--- src/rtl/namco_latch_bank_pkg.sv ---
// Shared bit assignments, default window bases and the window decode helper
// for the Namco 6809 control-latch bank.
package namco_latch_pkg;

    localparam int LB_SIRQ  = 0;
    localparam int LB_MIRQ  = 1;
    localparam int LB_SND   = 3;
    localparam int LB_IORST = 4;
    localparam int LB_SRST  = 5;

    localparam logic [15:0] LB_M_BASE_DEF   = 16'h5000;
    localparam logic [15:0] LB_S_BASE_DEF   = 16'h2000;
    localparam logic [7:0]  LB_S_WMASK_DEF  = 8'h29;
    localparam logic [4:0]  LB_SCR_BASE_DEF = 5'b00111;

    // True when adrs lies in the window starting at base; lsb is the first
    // address bit above the latch-select and data fields.
    function automatic logic lb_win_hit(input logic [15:0] adrs,
                                        input logic [15:0] base,
                                        input int          lsb);
        return (adrs >> lsb) == (base >> lsb);
    endfunction

endpackage

--- src/rtl/namco_latch_bank_irq_gen.sv ---
// One CPU interrupt source: either a VBLANK-rise pending flag cleared by
// dropping the enable, or a plain enable-and-VBLANK level.
module namco_irq_gen #(
    parameter bit IRQ_EDGE = 1'b1
) (
    input  logic MCLK,
    input  logic RESET_N,
    input  logic VBLANK,
    input  logic EN_OLD,
    input  logic EN_NEW,
    output logic IRQ
);

    generate
        if (IRQ_EDGE) begin : g_edge
            logic vblank_d_reg;
            logic pend_reg;
            logic pend_next;
            logic rise;

            assign rise = VBLANK & ~vblank_d_reg;
            // A rise only arms when the enable was already set; writing the
            // enable low always clears, even against a simultaneous rise.
            assign pend_next = EN_NEW ? (pend_reg | (rise & EN_OLD)) : 1'b0;

            always_ff @(posedge MCLK) begin
                if (!RESET_N) begin
                    vblank_d_reg <= 1'b0;
                    pend_reg     <= 1'b0;
                end else begin
                    vblank_d_reg <= VBLANK;
                    pend_reg     <= pend_next;
                end
            end

            assign IRQ = pend_reg;
        end else begin : g_level
            logic unused_level;
            assign unused_level = EN_NEW | MCLK | RESET_N;
            assign IRQ = EN_OLD & VBLANK;
        end
    endgenerate

endmodule

--- src/rtl/namco_latch_bank.sv ---
// Control-latch bank shared by main and sub CPU: addressed set/clear latch,
// BG scroll register, IRQ generation and a stretched sub-CPU reset.
module namco_latch_bank
    import namco_latch_pkg::*;
#(
    parameter int                 NLATCH   = 8,
    parameter logic [15:0]        M_BASE   = LB_M_BASE_DEF,
    parameter logic [15:0]        S_BASE   = LB_S_BASE_DEF,
    parameter logic [NLATCH-1:0]  S_WMASK  = LB_S_WMASK_DEF,
    parameter logic [4:0]         SCR_BASE = LB_SCR_BASE_DEF,
    parameter int                 SCR_W    = 8,
    parameter bit                 IRQ_EDGE = 1'b1,
    parameter int                 RST_HOLD = 16
) (
    input  logic              MCLK,
    input  logic              RESET_N,
    input  logic [15:0]       M_ADRS,
    input  logic              M_VMA,
    input  logic              M_WE,
    input  logic [15:0]       S_ADRS,
    input  logic              S_VMA,
    input  logic              S_WE,
    input  logic              VBLANK,
    output logic [NLATCH-1:0] LATCH,
    output logic [SCR_W-1:0]  SCROLL,
    output logic              M_IRQ,
    output logic              S_IRQ,
    output logic              SND_EN,
    output logic              IO_RESET,
    output logic              SCPU_RESET
);

    localparam int IW = $clog2(NLATCH);
    localparam int HW = $clog2(RST_HOLD + 1);

    logic [NLATCH-1:0] latch_reg;
    logic [NLATCH-1:0] latch_next;
    logic [SCR_W-1:0]  scroll_reg;
    logic [HW-1:0]     hold_reg;
    logic [HW-1:0]     hold_next;
    logic              m_hit;
    logic              s_hit;
    logic              scr_hit;
    logic [IW-1:0]     m_idx;
    logic [IW-1:0]     s_idx;

    assign m_idx   = M_ADRS[IW:1];
    assign s_idx   = S_ADRS[IW:1];
    assign m_hit   = M_VMA & M_WE & lb_win_hit(M_ADRS, M_BASE, IW + 1);
    assign s_hit   = S_VMA & S_WE & lb_win_hit(S_ADRS, S_BASE, IW + 1) & S_WMASK[s_idx];
    assign scr_hit = M_VMA & M_WE & (M_ADRS[15:11] == SCR_BASE);

    // Sub CPU takes priority when both address the same bit.
    genvar gi;
    generate
        for (gi = 0; gi < NLATCH; gi++) begin : g_bit
            assign latch_next[gi] = (s_hit && s_idx == IW'(gi)) ? S_ADRS[0] :
                                    (m_hit && m_idx == IW'(gi)) ? M_ADRS[0] :
                                                                   latch_reg[gi];
        end
    endgenerate

    always_ff @(posedge MCLK) begin
        if (!RESET_N) begin
            latch_reg  <= '0;
            scroll_reg <= '0;
        end else begin
            latch_reg <= latch_next;
            if (scr_hit) begin
                scroll_reg <= M_ADRS[SCR_W+2:3];
            end
        end
    end

    // Counts down only while the release bit is held; any re-assert reloads.
    always_comb begin
        hold_next = hold_reg;
        if (!latch_reg[LB_SRST]) begin
            hold_next = HW'(RST_HOLD);
        end else if (hold_reg != '0) begin
            hold_next = hold_reg - 1'b1;
        end
    end

    always_ff @(posedge MCLK) begin
        if (!RESET_N) begin
            hold_reg <= HW'(RST_HOLD);
        end else begin
            hold_reg <= hold_next;
        end
    end

    namco_irq_gen #(.IRQ_EDGE(IRQ_EDGE)) u_mirq (
        .MCLK    (MCLK),
        .RESET_N (RESET_N),
        .VBLANK  (VBLANK),
        .EN_OLD  (latch_reg[LB_MIRQ]),
        .EN_NEW  (latch_next[LB_MIRQ]),
        .IRQ     (M_IRQ)
    );

    namco_irq_gen #(.IRQ_EDGE(IRQ_EDGE)) u_sirq (
        .MCLK    (MCLK),
        .RESET_N (RESET_N),
        .VBLANK  (VBLANK),
        .EN_OLD  (latch_reg[LB_SIRQ]),
        .EN_NEW  (latch_next[LB_SIRQ]),
        .IRQ     (S_IRQ)
    );

    assign LATCH      = latch_reg;
    assign SCROLL     = scroll_reg;
    assign SND_EN     = latch_reg[LB_SND];
    assign IO_RESET   = ~latch_reg[LB_IORST];
    assign SCPU_RESET = ~latch_reg[LB_SRST] | (hold_reg != '0);

endmodule

--- config.mk ---
export PLATFORM = sky130hd
export DESIGN_NAME = namco_latch_bank
export DESIGN_NICKNAME = d
export VERILOG_FILES = /design/src/rtl/namco_latch_bank_pkg.sv /design/src/rtl/namco_latch_bank_irq_gen.sv /design/src/rtl/namco_latch_bank.sv
export SDC_FILE = /design/constraint.sdc
export NUM_CORES = 1
export LEC_CHECK = 0
export BUFFER_PORTS_ARGS = -buffer_cell sky130_fd_sc_hd__buf_2
export CAP_MARGIN = 20
export CORE_MARGIN = 2
export CORE_UTILIZATION = 40
export DETAILED_ROUTE_END_ITERATION = 16
export GPL_TIMING_DRIVEN = 0
export PLACE_DENSITY = 0.81
export SETUP_SLACK_MARGIN = 0.3
export SYNTH_ARGS = -nofsm -noshare
export SYNTH_HDL_FRONTEND = slang
export SYNTH_SLANG_ARGS = --single-unit
--- constraint.sdc ---
create_clock -name MCLK -period 2.4 [get_ports MCLK]
set_input_delay 0.6 -clock MCLK [delete_from_list [all_inputs] [get_ports MCLK]]
set_output_delay 0.6 -clock MCLK [all_outputs]
set_load 0.02 [all_outputs]
==> flow_summary.toml, run 1 <==
[run_status]
outcome = "finished clean"

[global_routing]
grt_pass1_wl_um = 5170
antenna_found_initial = 0
overflow = 0
grt_pass1_vias = 1208
track_usage_pct = 18.2
grt_max_degree = 13

[yosys]
synth_edf_count = 0
synth_fp_nets = 192
yosysMostFrequentCell = "dfxtp_1"
syn_area_per_cell_sq_um = 9.01
yosysWarnings = 0
synth_cell_types = 44
synthTopCellsByArea = "dfxtp_1 (36%), mux2i_1 (6.0%), ha_1 (4.7%)"
ys_seq_area_share_pct = 36.0
synth-main-ff-cell = "dfxtp_1"
ys_ff_latch = 24
syn_inst = 148
synth_area_sq_um = 1330
synthDominantCellAreaShare_pct = 36.0
synth-async-reset-ratio_pct = 0
synth_top_cell_by_area = "dfxtp_1"
synthTopCellsByCount = "dfxtp_1 (24), nor2_1 (13), inv_1 (12)"

[placed_design]
dpl.cell_count = 249
dp_hpwl_um = 2580
preCtsSetupSlack_ns = 0.0974
io_buffers = 57
place_congestion = 0.891
dpl-instance-area_sq_um = 1690

[route]
avgViaCountPerCell = 5.19
ant_nets = 0
vias = 1335
firstDrtPassIters = 4
wl_per_cell_um = 12.5
wirelength_um = 3220
post-route-drc-count = 0
drt-initial-drc-count = 24

[cts]
cts_hold_buf = 0
cts.sinks = 24
cts.path.max_buffers = 2
clk_latency_ns = 0.31
cts_max_level = 1
path_clk_slew_ns = 0.13
tritoncts = "built"
cts_root_buf = "clkbuf_4"
cts_buffers = 3

[sta]
hold_violations = 0
maxSlewHeadroom_pct = 47.7
rsz0062_at_grt = "yes"
fin_crit_sh_pct = 100
fin_skew_ns = 0.00739
setup_viol = 0
tightest_slew_ns = 0.781
period_needed_ns = 2.40
finalMaxSlewViolations = 0
fmax_ghz = 0.417
timing.hold.ws_ns = 0.476
fin_ws_ns = 0.0000361

[floorplanning]
start_util_pct = 43.0
fp.dieH_um = 61.7
num_rows = 20
io_pins = 60
die_x_um = 61.7
dieArea_sq_um = 3810
core-area_sq_um = 3100

[critical_path]
cpMaxStageDelayCell = "or3b_4"
critPathMaxFanout = 2
arrival_ns = 1.80
crit_path_cell_trace = "inv_2, ha_4, or3b_4, or2_4, buf_8, inv_2, nand2_2, buf_6"
cp.required_ns = 1.80
critPathKind = "register to output pin"
crit_top_cell = "inv_2"
cpPeakStageDelay_ns = 0.37
startpoint_type = "register"
cp-end-kind = "output pin"

[power_and_ir_drop]
p_sw_mw = 0.159
power_frac_clock_pct = 26.6
pwr-share-comb_pct = 12.3
p_int_mw = 0.496
max-vdd-ir-drop_mv = 0.191
powerDensity_nw_per_um2 = 369
seqPwrFrac_pct = 61.1
leakagePower_nw = 0.760
p_sw_share_pct = 24.3

[layout]
drive_above_1_share_pct = 41.8
final_net_count = 259
design_area_sq_um = 1780
utilization_pct = 57.2
syn2layout_area_growth_pct = 33.1
stdcell_count = 257
antenna-diode-count = 0

[min_path]
hold_class = "register to register"

[run]
max_cap_viol_count = 0
critical path: cells and delay by family, from the launching register on:
kind	cells	cell delay, ns
adder cells (fa/ha/maj)	1	0.13
buffers and inverters	4	0.36
flip-flops	1	0.35
AND/OR/NAND/NOR	3	0.65
layout make-up:
cell class	count	area, sq um
Fill cell	320	1330
Clock buffer	3	22.5
Inverter	12	45.0
Tap cell	44	55.1
Buffer	10	70.1
Multi-Input combinational cell	102	771
Sequential cell	24	483
Timing Repair Buffer	62	329
logic make-up after synthesis:
logic type	count (synthesis)	share of synthesized area (%)
AND/OR/NAND/NOR	48	24.4
XOR/XNOR	3	1.97
adder cells (fa/ha/maj)	5	4.69
buffers and inverters	22	7.69
flip-flops	24	36.0
AO/OA/AOI/OAI	38	19.2
multiplexers	8	6.00
power by group through the flow:
stage | clock network [mW] | registers, mW | logic [mW]
floorplan | 0 | 0.410 | 0.0356
global placement | 0 | 0.409 | 0.0792
detailed placement | 0 | 0.409 | 0.0800
CTS | 0.180 | 0.400 | 0.0803
global route | 0.197 | 0.401 | 0.0902
finish | 0.174 | 0.400 | 0.0806
per-layer routing:
layer	part of all wire [%]	vias to the layer above	GRT usage, %	wire length [um]
li1	-	683	-	-
met2	48	52	31.6	1540
met1	44	596	22.9	1430
met3	6.5	4	1.86	208
met5	0	-	0	0
met4	1.2	0	7.90	39
final timing paths:
check        slack [ns]         from  cells after the start          end
max             0.00004  hold_reg[0]                      8   SCPU_RESET
min                0.48  hold_reg[4]                      1  hold_reg[4]
max reg2reg        0.69  hold_reg[0]                      7  hold_reg[1]
min reg2reg        0.48  hold_reg[4]                      1  hold_reg[4]
repair_timing:
item / 4_1_cts / 5_1_grt
pin swaps: 2 / 2
setup endpoints to repair: 1 / 1
resized for setup: 9 / 1
setup buffers: 4 / 1
through the flow:
stage,total power [mW],setup TNS [ns]
2_1_floorplan,0.445,0
3_3_place_gp,0.488,0
3_5_place_dp,0.489,0
4_1_cts,0.660,-0.00916
5_1_grt,0.688,-0.0640
6_report,0.655,0
cells in the final DEF (no fill, tap or decap), types with 4 or more instances in the layout:
cell,n
a21oi_1,9
a22oi_1,4
buf_2,56
buf_4,8
dfxtp_1,22
ha_1,4
inv_1,9
mux2i_1,8
nor2_1,13
nor4_1,5
o21ai_1,6
o31ai_1,5
or4_1,4
Power figures use the tool's default switching activity.
==> run 2, diff against run 1 <==
--- a/config.mk
+++ b/config.mk
@@ -5,13 +5,13 @@
 export SDC_FILE = /design/constraint.sdc
 export NUM_CORES = 1
 export LEC_CHECK = 0
+export ABC_AREA = 1
 export BUFFER_PORTS_ARGS = -buffer_cell sky130_fd_sc_hd__buf_2
-export CAP_MARGIN = 20
 export CORE_MARGIN = 2
 export CORE_UTILIZATION = 40
 export DETAILED_ROUTE_END_ITERATION = 16
 export GPL_TIMING_DRIVEN = 0
-export PLACE_DENSITY = 0.81
+export PLACE_DENSITY = 0.78
 export SETUP_SLACK_MARGIN = 0.3
 export SYNTH_ARGS = -nofsm -noshare
 export SYNTH_HDL_FRONTEND = slang
==> flow_summary.toml, run 2 <==
[run_status]
outcome = "finished clean"

[yosys]
synth-async-reset-ratio_pct = 0
synthDominantCellAreaShare_pct = 29.9
synth_top_cell_by_area = "dfxtp_1"
yosysMostFrequentCell = "nor2_1"
syn_inst = 248
ys_seq_area_share_pct = 29.9
synth_cell_types = 28
synthTopCellsByArea = "dfxtp_1 (30%), nor2_1 (13%), nand2_1 (11%)"
synth-main-ff-cell = "dfxtp_1"
synthTopCellsByCount = "nor2_1 (55), nand2_1 (45), inv_1 (39)"
ys_ff_latch = 24
synth_area_sq_um = 1610
synth_edf_count = 0
syn_area_per_cell_sq_um = 6.48
synth_fp_nets = 292
yosysWarnings = 0

[critical_path]
cpMaxStageDelayCell = "dfxtp_1"
arrival_ns = 1.36
cp.required_ns = 1.80
crit_path_cell_trace = "inv_1, ha_1, nand2_1, nor2_1, nand2_1, buf_2"
cp-end-kind = "output pin"
crit_top_cell = "nand2_1"
startpoint_type = "register"
critPathMaxFanout = 4
cpPeakStageDelay_ns = 0.32
critPathKind = "register to output pin"

[route]
wirelength_um = 3600
post-route-drc-count = 0
firstDrtPassIters = 4
vias = 1672
drt-initial-drc-count = 61
avgViaCountPerCell = 4.64
ant_nets = 0
wl_per_cell_um = 10.0

[global_routing]
grt_pass1_vias = 1474
grt_pass1_wl_um = 5860
grt_max_degree = 15
overflow = 0
track_usage_pct = 16.5
antenna_found_initial = 0

[sta]
fin_skew_ns = 0.00101
period_needed_ns = 1.96
rsz0062_at_grt = "no"
fmax_ghz = 0.510
fin_crit_sh_pct = 81.6
setup-tns-final_ns = 0
tightest_slew_ns = 0.415
finalMaxSlewViolations = 0
setup_viol = 0
maxSlewHeadroom_pct = 72.4
hold_violations = 0

[layout]
antenna-diode-count = 0
stdcell_count = 360
mostFrequentLayoutCells = "buf_2 (58), nor2_1 (55), nand2_1 (45)"
final_common_cell = "buf_2"
drive_above_1_share_pct = 27.1
final_net_count = 355
syn2layout_area_growth_pct = 26.4

[floorplanning]
core-area_sq_um = 3940
dieArea_sq_um = 4540
num_rows = 23
fp.dieH_um = 67.4
start_util_pct = 40.7
io_pins = 60
die_x_um = 67.4

[cts]
cts_root_buf = "clkbuf_8"
cts_max_level = 1
cts.path.max_buffers = 2
cts_buffers = 3
cts_hold_buf = 0
clk_latency_ns = 0.27
cts_resized = 0
tritoncts = "built"
cts_setup_buffers = 0
path_clk_slew_ns = 0.09
cts.sinks = 24

[placed_design]
dpl.cell_count = 356
dp_hpwl_um = 3030
place_congestion = 0.903
io_buffers = 58

[power_and_ir_drop]
powerDensity_nw_per_um2 = 430
max-vdd-ir-drop_mv = 0.194
leakagePower_nw = 1.15

[run]
max_cap_viol_count = 0

[min_path]
hold_class = "register to register"
run 2: report_power, final:
group	leakage, nW	total, mW	internal [mW]	switching [mW]
combinational	0.916	0.117	0.0455	0.0714
sequential	0.194	0.400	0.400	0.000620
clock	0.0357	0.356	0.223	0.132
run 2: layout make-up:
cell class	instances	area (sq um)
tap	50	62.6
clock buffer	3	41.3
fill	382	1910
timing repair buffer	58	290
multi-input combinational	177	925
clock inverter	1	30.0
buffer	6	45.0
inverter	41	156
sequential	24	480
run 2: metrics by stage:
stage          total power, mW  area, sq um  hold slack, ns  util [%]  setup slack [ns]
3_5_place_dp             0.526         1960           0.443      49.7             0.401
6_report                 0.873         2030           0.452      51.5             0.441
4_1_cts                  0.878         2030           0.457      51.5             0.425
5_1_grt                  0.908         2030           0.486      51.5             0.315
3_3_place_gp             0.524         1960           0.430      49.7             0.421
2_1_floorplan            0.473         1610           0.420         -             0.673
run 2: cells by family after synthesis:
| logic type | count (synthesis) | synth area share (%) |
|---|---|---|
| xor+xnor | 2 | 1.09 |
| simple gates | 144 | 43.8 |
| flops | 24 | 29.9 |
| compound gates | 26 | 8.72 |
| buf+inv | 47 | 12.5 |
| fa+ha+maj | 5 | 3.89 |
run 2: path summary, 6_finish.rpt:
path                      end  cells after the start  slack (ns)        start
setup / recovery   SCPU_RESET                      6        0.44  hold_reg[0]
hold reg to reg   hold_reg[4]                      2        0.45  hold_reg[4]
hold / removal    hold_reg[4]                      2        0.45  hold_reg[4]
setup reg to reg  hold_reg[1]                      7        1.12  hold_reg[0]
run 2: metal layers:
layer  track usage, %  routed length (um)
met1             20.0                1650
met2             30.6                1690
met3             1.83                 226
met4             4.59                  36
met5                0                   0
run 2: critical path, delay by kind of cell, from the launching register on:
family                     cells  cell delay, ns
buffers and inverters          2            0.24
and+or+nand+nor                3            0.34
adders and majority gates      1            0.19
DFF                            1            0.32
